**src/rtl/jesd204b_rx_link_ctrl.sv**
```systemverilog
// Single-lane JESD204B RX link controller: CGS lock, ILAS check, then DATA phase.
// Optional feature macro JESD_ILAS_CFG_CAPTURE_EN adds the ilas_cfg capture port.
module jesd204b_rx_link_ctrl #(
  parameter int F         = 2,
  parameter int K         = 32,
  parameter int ILAS_MF   = 4,
  parameter int CGS_WORDS = 4,
  parameter int ILAS_TMO  = 1024,
  parameter int ERR_THR   = 8
) (
  input  logic          clk,
  input  logic          reset,
  input  logic [31:0]   d_in,
  input  logic [3:0]    k_in,
  input  logic [3:0]    dec_err,
  input  logic          relink,
  output logic          sync_n,
  output logic [31:0]   d_out,
  output logic          d_valid,
  output logic          desc_reset_b,
  output logic          desc_valid,
  output logic          link_up,
`ifdef JESD_ILAS_CFG_CAPTURE_EN
  output logic [111:0]  ilas_cfg,
`endif
  output logic [1:0]    state_o
);

  localparam int MF_WORDS = F * K / 4;
  localparam int KCW = $clog2(CGS_WORDS + 1);
  localparam int WCW = $clog2(MF_WORDS + 1);
  localparam int MCW = $clog2(ILAS_MF + 1);
  localparam int ECW = $clog2(ERR_THR + 1);
  localparam int TCW = $clog2(ILAS_TMO + 1);
  localparam logic [KCW-1:0] K_LAST = KCW'(CGS_WORDS - 1);
  localparam logic [WCW-1:0] W_LAST = WCW'(MF_WORDS - 1);
  localparam logic [MCW-1:0] M_LAST = MCW'(ILAS_MF - 1);
  localparam logic [MCW-1:0] M_CFG  = MCW'(1);
  localparam logic [ECW-1:0] E_LAST = ECW'(ERR_THR - 1);
  localparam logic [ECW-1:0] E_THR  = ECW'(ERR_THR);
  localparam logic [TCW-1:0] T_LAST = TCW'(ILAS_TMO - 1);

  typedef enum logic [1:0] {
    ST_CGS       = 2'd0,
    ST_ILAS_WAIT = 2'd1,
    ST_ILAS      = 2'd2,
    ST_DATA      = 2'd3
  } state_t;

  state_t           r_state, w_state_nxt;
  logic [KCW-1:0]   r_kcnt, w_kcnt_nxt;
  logic [WCW-1:0]   r_wcnt, w_wcnt_nxt;
  logic [MCW-1:0]   r_mcnt, w_mcnt_nxt;
  logic [ECW-1:0]   r_ecnt, w_ecnt_nxt;
  logic [TCW-1:0]   r_timer, w_timer_nxt;
  logic [31:0]      r_d_out;
  logic             r_d_valid, r_desc_valid;
  logic             w_to_cgs, w_bad_k, w_ilas_fail;

  logic w_kw, w_err, w_r0, w_a3, w_q1;
  assign w_kw  = (k_in == 4'hF) && (d_in == 32'hBCBC_BCBC);
  assign w_err = |dec_err;
  assign w_r0  = k_in[0] && (d_in[7:0]   == 8'h1C);
  assign w_a3  = k_in[3] && (d_in[31:24] == 8'h7C);
  assign w_q1  = k_in[1] && (d_in[15:8]  == 8'h9C);

  // In DATA only /A/ (7C) and /F/ (FC) are legal control characters.
  always_comb begin
    w_bad_k = 1'b0;
    for (int b = 0; b < 4; b++)
      if (k_in[b] && d_in[8*b +: 8] != 8'h7C && d_in[8*b +: 8] != 8'hFC) w_bad_k = 1'b1;
  end

  assign w_ilas_fail = w_err
                     || (r_wcnt == '0 && !w_r0)
`ifdef JESD_ILAS_CFG_CAPTURE_EN
                     || (r_wcnt == '0 && r_mcnt == M_CFG && !w_q1)
`endif
                     || (r_wcnt == W_LAST && !w_a3);

  // NOTE: every signal driven here gets a default first so no latch is inferred.
  always_comb begin
    w_state_nxt = r_state;
    w_kcnt_nxt  = r_kcnt;
    w_wcnt_nxt  = r_wcnt;
    w_mcnt_nxt  = r_mcnt;
    w_ecnt_nxt  = r_ecnt;
    w_timer_nxt = r_timer;
    w_to_cgs    = 1'b0;
    case (r_state)
      ST_CGS: begin
        if (!w_kw)                 w_kcnt_nxt = '0;
        else if (r_kcnt == K_LAST) begin
          w_state_nxt = ST_ILAS_WAIT;
          w_kcnt_nxt  = '0;
        end else                   w_kcnt_nxt = r_kcnt + 1'b1;
      end
      ST_ILAS_WAIT: begin
        if (w_err || r_timer == T_LAST) w_to_cgs = 1'b1;
        else if (w_kw)                  w_timer_nxt = r_timer + 1'b1;
        else if (w_r0) begin
          // The /R/ that ends the wait is ILAS word 0, so ILAS resumes at word 1.
          w_state_nxt = ST_ILAS;
          w_wcnt_nxt  = WCW'(1);
          w_mcnt_nxt  = '0;
          w_timer_nxt = '0;
        end else                        w_to_cgs = 1'b1;
      end
      ST_ILAS: begin
        if (w_ilas_fail)            w_to_cgs = 1'b1;
        else if (r_wcnt == W_LAST) begin
          w_wcnt_nxt = '0;
          if (r_mcnt == M_LAST) begin
            w_state_nxt = ST_DATA;
            w_mcnt_nxt  = '0;
          end else w_mcnt_nxt = r_mcnt + 1'b1;
        end else                    w_wcnt_nxt = r_wcnt + 1'b1;
      end
      ST_DATA: begin
        if (!w_kw)                 w_kcnt_nxt = '0;
        else if (r_kcnt == K_LAST) w_to_cgs   = 1'b1;
        else                       w_kcnt_nxt = r_kcnt + 1'b1;
        if (w_err || w_bad_k) begin
          if (r_ecnt != E_THR) w_ecnt_nxt = r_ecnt + 1'b1;
          if (r_ecnt >= E_LAST) w_to_cgs  = 1'b1;
        end
      end
      default: w_to_cgs = 1'b1;
    endcase
    if (relink) w_to_cgs = 1'b1;
    if (w_to_cgs) begin
      w_state_nxt = ST_CGS;
      w_kcnt_nxt  = '0;
      w_wcnt_nxt  = '0;
      w_mcnt_nxt  = '0;
      w_ecnt_nxt  = '0;
      w_timer_nxt = '0;
    end
  end

  // NOTE: sequential state uses non-blocking assignments so all registers update together.
  always_ff @(posedge clk) begin
    if (reset) begin
      r_state      <= ST_CGS;
      r_kcnt       <= '0;
      r_wcnt       <= '0;
      r_mcnt       <= '0;
      r_ecnt       <= '0;
      r_timer      <= '0;
      r_d_out      <= '0;
      r_d_valid    <= 1'b0;
      r_desc_valid <= 1'b0;
    end else begin
      r_state      <= w_state_nxt;
      r_kcnt       <= w_kcnt_nxt;
      r_wcnt       <= w_wcnt_nxt;
      r_mcnt       <= w_mcnt_nxt;
      r_ecnt       <= w_ecnt_nxt;
      r_timer      <= w_timer_nxt;
      r_d_out      <= d_in;
      r_d_valid    <= (r_state == ST_DATA) && (w_state_nxt == ST_DATA);
      r_desc_valid <= r_d_valid;
    end
  end

`ifdef JESD_ILAS_CFG_CAPTURE_EN
  logic [111:0] r_ilas_cfg;
  // Octets after /R/,/Q/ in multiframe 1: word 0 bytes 2..3, then words 1..3 whole.
  always_ff @(posedge clk) begin
    if (reset || w_to_cgs) r_ilas_cfg <= '0;
    else if (r_state == ST_ILAS && r_mcnt == M_CFG) begin
      case (r_wcnt)
        WCW'(0): r_ilas_cfg[15:0]   <= d_in[31:16];
        WCW'(1): r_ilas_cfg[47:16]  <= d_in;
        WCW'(2): r_ilas_cfg[79:48]  <= d_in;
        WCW'(3): r_ilas_cfg[111:80] <= d_in;
        default: ;
      endcase
    end
  end
  assign ilas_cfg = r_ilas_cfg;
`endif

  assign sync_n       = (r_state != ST_CGS);
  assign desc_reset_b = (r_state == ST_DATA);
  assign link_up      = (r_state == ST_DATA);
  assign state_o      = r_state;
  assign d_out        = r_d_out;
  assign d_valid      = r_d_valid;
  assign desc_valid   = r_desc_valid;

endmodule
```
**config.mk**
```make
export PLATFORM = sky130hd
export DESIGN_NAME = jesd204b_rx_link_ctrl
export DESIGN_NICKNAME = d
export VERILOG_FILES = /design/src/rtl/jesd204b_rx_link_ctrl.sv
export SDC_FILE = /design/constraint.sdc
export NUM_CORES = 1
export LEC_CHECK = 0
export BUFFER_PORTS_ARGS = -buffer_cell sky130_fd_sc_hd__buf_2
export CORE_ASPECT_RATIO = 0.8
export CORE_MARGIN = 5
export CORE_UTILIZATION = 50
export CTS_BUF_LIST = sky130_fd_sc_hd__clkbuf_16
export DETAILED_ROUTE_END_ITERATION = 16
export GPL_ROUTABILITY_DRIVEN = 0
export MAX_ROUTING_LAYER = met4
export PLACE_DENSITY = 0.77
export SYNTH_ARGS = -nofsm -noshare
export SYNTH_HDL_FRONTEND = slang
export SYNTH_SLANG_ARGS = --single-unit
```
**constraint.sdc**
```tcl
create_clock -name clk -period 2.8 [get_ports clk]
set_input_delay 0 -clock clk [delete_from_list [all_inputs] [get_ports clk]]
set_output_delay 0 -clock clk [all_outputs]
set_load 0.005 [all_outputs]
```
==> flow_metrics.tcl, run 1 <==
set metrics [dict create \
    status "completed" \
    cts_max_path_buffers 2 \
    synth_top_area_share_pct 43.51 \
    cts.sinks 62 \
    fin_cells 506 \
    hold_end "r_wcnt[4]" \
    finalClockSkew_ps 5.704 \
    worstPathRequired_ps 2990 \
    pwr-share-clk_pct 53.7 \
    nNetsFinal 480 \
    vdd_ir_drop_max_mv 0.4838 \
    first_global_vias 2671 \
    dieArea_sq_mm 0.007326 \
    place_hpwl_um 5188 \
    p_leak_nw 1.678 \
    crit_fanout 6 \
    synthTopCellsByArea "dfxtp_1 (44%), nor2b_1 (7.2%), ha_1 (6.1%)" \
    ff2ff_setup_slack_ps 440 \
    min_path_type "in2reg" \
    synth_warnings 0 \
    cap_violations 0 \
    hold_violations 0 \
    min-delay-start "relink" \
    power.share.switching_pct 20.38 \
    syn_inst 303 \
    intPower_mw 1.863 \
    cp.arrival_ps 2950 \
    hold_slack_ps 96.30 \
    core_area_sq_mm 0.005495 \
    drc 0 \
    grt_pass1_wl_um 12590 \
    grt.total_usage_pct 22.54 \
    gr-total-overflow 0 \
    regToRegEndpoint "r_timer[4]" \
    fillers 387 \
    path_clk_slew_ps 50 \
    final_layout_size_suffix_gt1_share_pct 30.14 \
    insertion_delay_ps 330 \
    cp-end-kind "flip-flop" \
    fin_crit_sh_pct 98.47 \
    yosysMostFrequentCell "dfxtp_1" \
    setup_ws_ps 42.98 \
    multi_input_area_sq_mm 0.001563 \
    hold_path_depth 3 \
    wire_per_inst_um 17.00 \
    cp-start-kind "input pin" \
    final_area_sq_mm 0.004051 \
    cts-root-buf "clkbuf_16" \
    routed_via_density 5.579 \
    slew_viol_final 0 \
    drt-initial-drc-count 278 \
    p_seq_share_pct 39.1 \
    dieWidth_um 94.45 \
    slew_headroom_pct 56.05 \
    power.share.combinational_pct 7.2 \
    avgSynthCellArea_sq_um 9.415 \
    fp-row-count 24 \
    post-cts-setup-buffers 0 \
    worstMarginPinSlew_ps 659.2 \
    htreeDepth 3 \
    synth_commonest_cells "dfxtp_1 (62), nor2b_1 (33), nand2_1 (24)" \
    synth_top_cell_by_area "dfxtp_1" \
    cts_tree "yes" \
    placed_cell_area_sq_mm 0.003317 \
    portBuffers 81 \
    rsz0062_at_grt "true" \
    seqCellArea_sq_mm 0.001241 \
    r2r_cells 8 \
    dp_cells 456 \
    wl_um 8600 \
    initial_core_util_pct 51.91 \
    criticalPathCategory "in2reg" \
    ant_nets 0 \
    synth_fp_nets 360 \
    num_antenna_cells 0 \
    ys_seq_area_share_pct 43.51 \
    die_h_um 77.56 \
    yosysUniqueCellTypes 59 \
    area_growth_pct 42.02 \
    synth_seq_cells 62 \
    powerDensity_mw_per_mm2 577.5 \
    ios 82 \
    finalCriticalPeriod_ps 2757 \
    switching_power_uw 476.9 \
    vias 2823 \
    grt_max_degree 35 \
    synth_edf_count 0 \
    cts_buffers 9 \
    antenna_found_initial 0 \
    place_ws_ps 138.9 \
    fmax_mhz 362.7 \
    r2r_start "state_o[1]" \
    synth_ff_type "dfxtp_1" \
    drtPass1Iterations 5 \
    synth_async_sr_flop_share_pct 0 \
    setup_viol 0 \
    synth_area_sq_mm 0.002853 \
]
critical path, stage by stage:
cell           delay [ps]
dlygate4sd3_1         530
buf_2                 130
nand4bb_1             280
or4_4                 540
or4_1                 480
buf_4                 190
a21o_2                250
nor4_1                330
xnor2_1               160
nor3_1                 50
power by group through the flow:
stage | clock network [mW] | registers, mW | logic (mW)
floorplan | 0 | 0.936 | 0.0454
global placement | 0 | 0.930 | 0.114
detailed placement | 0 | 0.931 | 0.115
CTS | 1.27 | 0.913 | 0.151
global route | 1.32 | 0.916 | 0.179
finish | 1.26 | 0.915 | 0.169
area by class of cell:
| class | instances | share of cell area, % |
|---|---|---|
| sequential | 62 | 30.64 |
| multi-input combinational | 219 | 38.57 |
| clock buffer | 9 | 5.559 |
| clock inverter | 7 | 2.779 |
| inverter | 13 | 1.204 |
| tap | 78 | 2.409 |
| timing repair buffer | 118 | 18.84 |
per-layer routing:
metal | global-route usage (%) | share of wire, % | vias up
met5 | - | 0 | -
li1 | - | - | 1328
met1 | 25.82 | 40 | 1327
met3 | 7.737 | 8.4 | 25
met4 | 7.493 | 2.4 | 0
met2 | 36.90 | 49 | 143
repair_timing:
action / in CTS / in global routing
gates resized for setup: 0 / 8
endpoints found under the setup margin: 0 / 29
endpoints found under the hold margin: 32 / 0
hold buffers: 32 / 0
sequential cells by signal, indices dropped and copies added, names as in the netlist:
signal / cells
d_out: 32
r_timer: 11
r_wcnt: 5
r_ecnt: 4
r_kcnt: 3
r_mcnt: 3
state_o: 2
d_valid: 1
desc_valid: 1
logic make-up (layout without fill, tap and decap cells):
family / count (synthesis) / in the layout / share of synthesized area (%)
AOI/OAI and AO/OA: 43 / 43 / 11.53
xor gates and xnor gates: 10 / 10 / 3.070
adders and majority gates: 14 / 14 / 6.140
buffers and inverters: 24 / 147 / 4.386
DFF: 62 / 62 / 43.51
muxes: 2 / 2 / 0.7018
and+or+nand+nor: 148 / 150 / 30.66
placed cells by master (no fill, tap or decap), types with 3 or more instances in the layout:
cell type / netlist / routed
a21oi_1: 7 / 6
a21oi_2: 2 / 3
a31oi_1: 5 / 5
and3_1: 5 / 5
buf_2: 1 / 81
buf_4: 2 / 5
bufinv_16: 0 / 3
clkbuf_16: 0 / 9
clkinv_2: 0 / 3
dfxtp_1: 62 / 62
dlygate4sd3_1: 0 / 32
ha_1: 14 / 14
inv_1: 13 / 13
nand2_1: 24 / 24
nand2b_1: 3 / 3
nand3_1: 11 / 11
nand4_1: 9 / 9
nand4b_1: 4 / 4
nor2_1: 15 / 15
nor2b_1: 33 / 33
nor3_1: 14 / 14
nor4_1: 6 / 6
o21ai_0: 6 / 6
or4_4: 1 / 4
xnor2_1: 4 / 4
xor2_1: 6 / 6
worst max path at each step:
| stage | start | to | slack (ps) | depth (start not counted) |
|---|---|---|---|---|
| after floorplan | d_in[16] | r_kcnt[0] | 460 | 10 |
| after global placement | d_in[16] | r_mcnt[1] | 200 | 8 |
| after detailed placement | d_in[16] | r_wcnt[3] | 140 | 8 |
| after CTS | d_in[8] | r_mcnt[1] | 8 | 9 |
| after global routing | d_in[8] | r_timer[7] | -30 | 10 |
| final | d_in[8] | r_timer[7] | 40 | 10 |
through the flow:
| stage | total power, mW | util, % | TNS (ps) |
|---|---|---|---|
| after floorplan | 0.9812 | - | 0 |
| after global placement | 1.044 | 60.36 | 0 |
| after detailed placement | 1.046 | 60.36 | 0 |
| after CTS | 2.331 | 72.34 | 0 |
| after global routing | 2.410 | 73.73 | -116.0 |
| final | 2.340 | 73.73 | 0 |
(Power assumes the default switching activity.)
==> inputs of run 2 (changes only) <==
- ABC_AREA: unset -> 1
- PLACE_DENSITY: 0.77 -> 0.76
==> run 2 against run 1 <==
- largest power group unchanged
- global-route usage shrank 0.19 points
- highest routed layer unchanged
- non-clock buffer count shrank 5
- clock skew shrank 2.3 ps
- sequential power is essentially flat
- critical path type is now reg2reg
==> flow_metrics.tcl, run 2 <==
set metrics [dict create \
    dieWidth_um 98.15 \
    setup_ws_ps 646.4 \
    grt_max_degree 35 \
    p_total_mw 2.038 \
    place_ws_ps 728.9 \
    crit_path_max_incr_delay_ps 420 \
    wire_per_inst_um 12.55 \
    cts-root-buf "clkbuf_16" \
    cts.sinks 62 \
    ios 82 \
    yosysUniqueCellTypes 26 \
    synth_edf_count 0 \
    synth_top_area_share_pct 39.94 \
    largest_reg_flops 32 \
    fin_setup_tns_ps 0 \
    hold_violations 0 \
    synth_top_cell_by_area "dfxtp_1" \
    status "completed" \
    r2r_start "r_timer[0]" \
    vias 3131 \
    finalCriticalPeriod_ps 2154 \
    slew_headroom_pct 60.75 \
    antenna_found_initial 0 \
    min_path_type "in2reg" \
    first_global_vias 3035 \
    worstPathRequired_ps 3020 \
    criticalPathCategory "reg2reg" \
    setup_viol 0 \
    fp-row-count 25 \
    p_leak_nw 1.969 \
    mostFrequentLayoutCells "nor2_1 (95), inv_1 (81), buf_2 (81)" \
    cts_buffers 9 \
    vdd_ir_drop_max_mv 0.2940 \
    worstMarginPinSlew_ps 588.8 \
    crit_fanout 12 \
    hold_path_depth 4 \
    slew_viol_final 0 \
    cts_tree "yes" \
    fillers 488 \
    htreeDepth 3 \
    final_common_cell "nor2_1" \
    regToRegEndpoint "r_timer[8]" \
    path_cells "ha_1 -> inv_1 -> nor3_1 -> nand3_1 -> nand3_1 -> inv_2 -> nand2_1 -> inv_1 -> nand3_1 -> xor2_1 -> nor2_1" \
    path_clk_slew_ps 50 \
    final_layout_size_suffix_gt1_share_pct 21.42 \
    grt.total_usage_pct 22.35 \
    avgSynthCellArea_sq_um 6.969 \
    critPathSlowestCell "dfxtp_1" \
    place_hpwl_um 5642 \
    hold_end "r_wcnt[4]" \
    cap_violations 0 \
    insertion_delay_ps 330 \
    cp-end-kind "flip-flop" \
    synth_ff_type "dfxtp_1" \
    dieArea_sq_mm 0.007903 \
    r2r_cells 11 \
    fmax_mhz 464.3 \
    cp-start-kind "flip-flop" \
    initial_core_util_pct 52.02 \
    post-route-util_pct 69.19 \
    area_growth_pct 33.01 \
    synth_area_sq_mm 0.003108 \
    ys_seq_area_share_pct 39.94 \
    yosysMostFrequentCell "nor2_1" \
    fin_cells 646 \
    synth_async_sr_flop_share_pct 0 \
    cp.arrival_ps 2370 \
    wl_um 8107 \
    gr-total-overflow 0 \
    portBuffers 81 \
    powerDensity_mw_per_mm2 493.1 \
    synthTopCellsByArea "dfxtp_1 (40%), nor2_1 (11%), inv_1 (9.7%)" \
    synth_warnings 0 \
    synth_fp_nets 503 \
    drtPass1Iterations 4 \
    grt_pass1_wl_um 13860 \
    syn_inst 446 \
    synth_seq_cells 62 \
    cpMostUsedCell "nand3_1" \
    nNetsFinal 618 \
    dp_cells 599 \
    ff2ff_setup_slack_ps 650 \
    min-delay-start "relink" \
    routed_via_density 4.847 \
    cts_max_path_buffers 2 \
    core_area_sq_mm 0.005974 \
    rsz0062_at_grt "false" \
    ant_nets 0 \
    num_antenna_cells 0 \
    die_h_um 80.52 \
    ctsResizeCount 0 \
    synth_commonest_cells "nor2_1 (95), inv_1 (80), nand2_1 (72)" \
    drc 0 \
    fin_crit_sh_pct 76.91 \
    drt-initial-drc-count 187 \
    finalClockSkew_ps 3.437 \
]
## run 2: metal layers
| metal | GRT usage (%) | wire (um) | share of wire (%) | vias up |
|---|---|---|---|---|
| met4 | 7.776 | 186 | 2.3 | 0 |
| met3 | 6.684 | 583 | 7.2 | 18 |
| met1 | 25.59 | 3474 | 43 | 1401 |
| met5 | - | 0 | 0 | - |
| li1 | - | - | - | 1600 |
| met2 | 37.70 | 3863 | 48 | 112 |
## run 2: worst max-delay path: cells and delay by family, from the launching register on
family	cells	cell delay [ps]
flip-flops	1	420
XOR/XNOR	1	160
buffers and inverters	3	220
AND/OR/NAND/NOR	6	1040
adder cells (fa/ha/maj)	1	200
## run 2: how the worst max path moves through the flow
stage                     depth (start not counted)         end  slack (ps)        from
after global placement                           11  r_timer[5]         810  r_timer[0]
after floorplan                                  10   r_wcnt[0]        1120  state_o[1]
final                                            11  r_timer[8]         650  r_timer[0]
after detailed placement                         11  r_timer[5]         730  r_timer[0]
after CTS                                        11  r_timer[5]         670  r_timer[0]
after global routing                             11  r_timer[5]         350  r_timer[0]
## run 2: what timing repair did
action / CTS / global route
hold buffers: 32 / 0
hold endpoints to repair: 32 / 0
buffers inserted: 0 / 0
## run 2: through the flow
step                      hold slack [ps]  cell area, sq um
after floorplan                     107.0              3108
after global placement              213.3              3557
after detailed placement            220.2              3557
after CTS                           42.85              4134
after global routing                96.35              4134
final                               55.67              4134
## run 2: cells by family after synthesis
| logic type | count (synthesis) | synth area share, % |
|---|---|---|
| xor+xnor | 10 | 2.818 |
| buf+inv | 91 | 11.76 |
| compound gates | 29 | 5.073 |
| flops | 62 | 39.94 |
| simple gates | 240 | 34.78 |
| fa+ha+maj | 14 | 5.636 |
## run 2: power by group
part           internal [mW]  leakage [nW]  switching (mW)
clock network          0.582         0.134           0.372
registers              0.908         0.508         0.00554
logic                 0.0834          1.33          0.0868
total                   1.57          1.97           0.465
## run 2: layout make-up
| class | instances | area, sq um | area share (%) |
|---|---|---|---|
| clock buffer | 9 | 225.2 | 5.448 |
| clock inverter | 6 | 31.28 | 0.7567 |
| inverter | 82 | 307.8 | 7.446 |
| multi-input combinational | 293 | 1501 | 36.32 |
| sequential | 62 | 1241 | 30.02 |
| tap | 81 | 101.3 | 2.452 |
| timing repair buffer | 113 | 725.7 | 17.55 |
==> inputs of run 3 (changes only) <==
- clock period: 2.8 -> 2.05 ns (I/O delays scaled with it)
==> run 3 against run 2 <==
- routed wire length grew 3.8%
- die area is the same
- non-clock buffer count increased by 5
- critical path depth is 4 higher
- combinational power increased by 41%
- critical endpoint is now r_ecnt[3]
==> flow_metrics.tcl, run 3 (synthesis gave the netlist of run 2 again) <==
set metrics [dict create \
    cts_max_path_buffers 2 \
    final_common_cell "nor2_1" \
    ant_nets 0 \
    cp-end-kind "flip-flop" \
    drc 0 \
    p_leak_nw 1.995 \
    post-route-util_pct 70.39 \
    cts_tree "yes" \
    fillers 490 \
    dieArea_sq_mm 0.007903 \
    cts_buffers 9 \
    area_growth_pct 35.31 \
    fin_cells 652 \
    htreeDepth 3 \
    fp-row-count 25 \
    place_ws_ps 167.3 \
    antenna_found_initial 0 \
    path_clk_slew_ps 50 \
    drtPass1Iterations 5 \
    insertion_delay_ps 330 \
    wl_um 8414 \
    status "completed" \
    cp.arrival_ps 2130 \
    grt.total_usage_pct 23.24 \
    portBuffers 81 \
    mostFrequentLayoutCells "nor2_1 (94), inv_1 (81), buf_2 (81)" \
    grt_pass1_wl_um 14230 \
    finalClockSkew_ps 3.852 \
    core_area_sq_mm 0.005974 \
    worstMarginPinSlew_ps 716.5 \
    fmax_mhz 536.0 \
    grt_max_degree 34 \
    final_area_sq_mm 0.004205 \
    hold_slack_ps 143.0 \
    routed_via_density 4.920 \
    vdd_ir_drop_max_mv 0.5934 \
    slew_headroom_pct 52.06 \
    fin_crit_sh_pct 91.01 \
    wire_per_inst_um 12.90 \
    crit_fanout 19 \
    initial_core_util_pct 52.02 \
    ff2ff_setup_slack_ps 250 \
    cp-start-kind "input pin" \
    fin_setup_tns_ps 0 \
    cts.sinks 62 \
    die_h_um 80.52 \
    cap_violations 0 \
    cpMostUsedCell "nand2_1" \
    nNetsFinal 624 \
    finalCriticalPeriod_ps 1866 \
    post-cts-setup-buffers 0 \
    p_total_mw 2.800 \
    dieWidth_um 98.15 \
    critPathSlowestCell "dlygate4sd3_1" \
    crit_path_max_incr_delay_ps 540 \
    rsz0062_at_grt "false" \
    cts-root-buf "clkbuf_16" \
    final_layout_size_suffix_gt1_share_pct 22.94 \
    worstPathRequired_ps 2310 \
    ios 82 \
    place_hpwl_um 5842 \
    hold_violations 0 \
    setup_viol 0 \
    powerDensity_mw_per_mm2 665.9 \
    min_path_type "in2reg" \
    gr-total-overflow 0 \
    path_cells "dlygate4sd3_1 -> buf_2 -> inv_1 -> nand2_1 -> nor2_1 -> nand3_1 -> nand2_1 -> nand3_1 -> nand2_2 -> nand2_1 -> inv_1 -> nand3_2 -> nand2_4 -> nand2_8 -> nor2_1" \
    largest_reg_flops 32 \
    dp_cells 604 \
    slew_viol_final 0 \
    placed_cell_area_sq_mm 0.003595 \
    vias 3208 \
    first_global_vias 3151 \
    setup_ws_ps 184.4 \
    criticalPathCategory "in2reg" \
    drt-initial-drc-count 173 \
    num_antenna_cells 0 \
]
## run 3: cell type report
cell class,count,area (sq um),share of cell area [%]
multi-input cells,294,1534,36.48
flip-flops and latches,62,1242,29.54
repair buffers,118,763.2,18.15
inverters,82,307.8,7.319
clock buffers,9,225.2,5.356
well taps,81,101.3,2.410
clock inverters,6,31.28,0.7438
## run 3: final timing paths
kind,cells after the start,startpoint,to
setup / recovery,15,d_in[25],r_ecnt[3]
hold / removal,4,relink,r_wcnt[4]
setup reg to reg,12,r_timer[1],state_o[0]
hold reg to reg,2,d_valid,desc_valid
## run 3: power breakdown
group / internal, mW / switching [mW] / total (mW)
clock network: 0.795 / 0.519 / 1.31
logic: 0.117 / 0.122 / 0.239
registers: 1.24 / 0.00774 / 1.25
## run 3: repair_timing
action,in CTS,in global routing
endpoints found under the setup margin,0,26
hold buffers,32,0
hold endpoints to repair,32,0
resized for setup,0,7
## run 3: layer usage
| layer | GRT usage, % | vias to the layer above | part of all wire, % |
|---|---|---|---|
| met3 | 7.378 | 33 | 7.5 |
| met5 | - | - | 0 |
| li1 | - | 1610 | - |
| met4 | 8.595 | 0 | 3.4 |
| met1 | 26.68 | 1436 | 44 |
| met2 | 38.52 | 129 | 45 |
## run 3: critical path: cells and delay by family
family	cells	cell delay, ps
and+or+nand+nor	11	1320
buffers and inverters	4	820
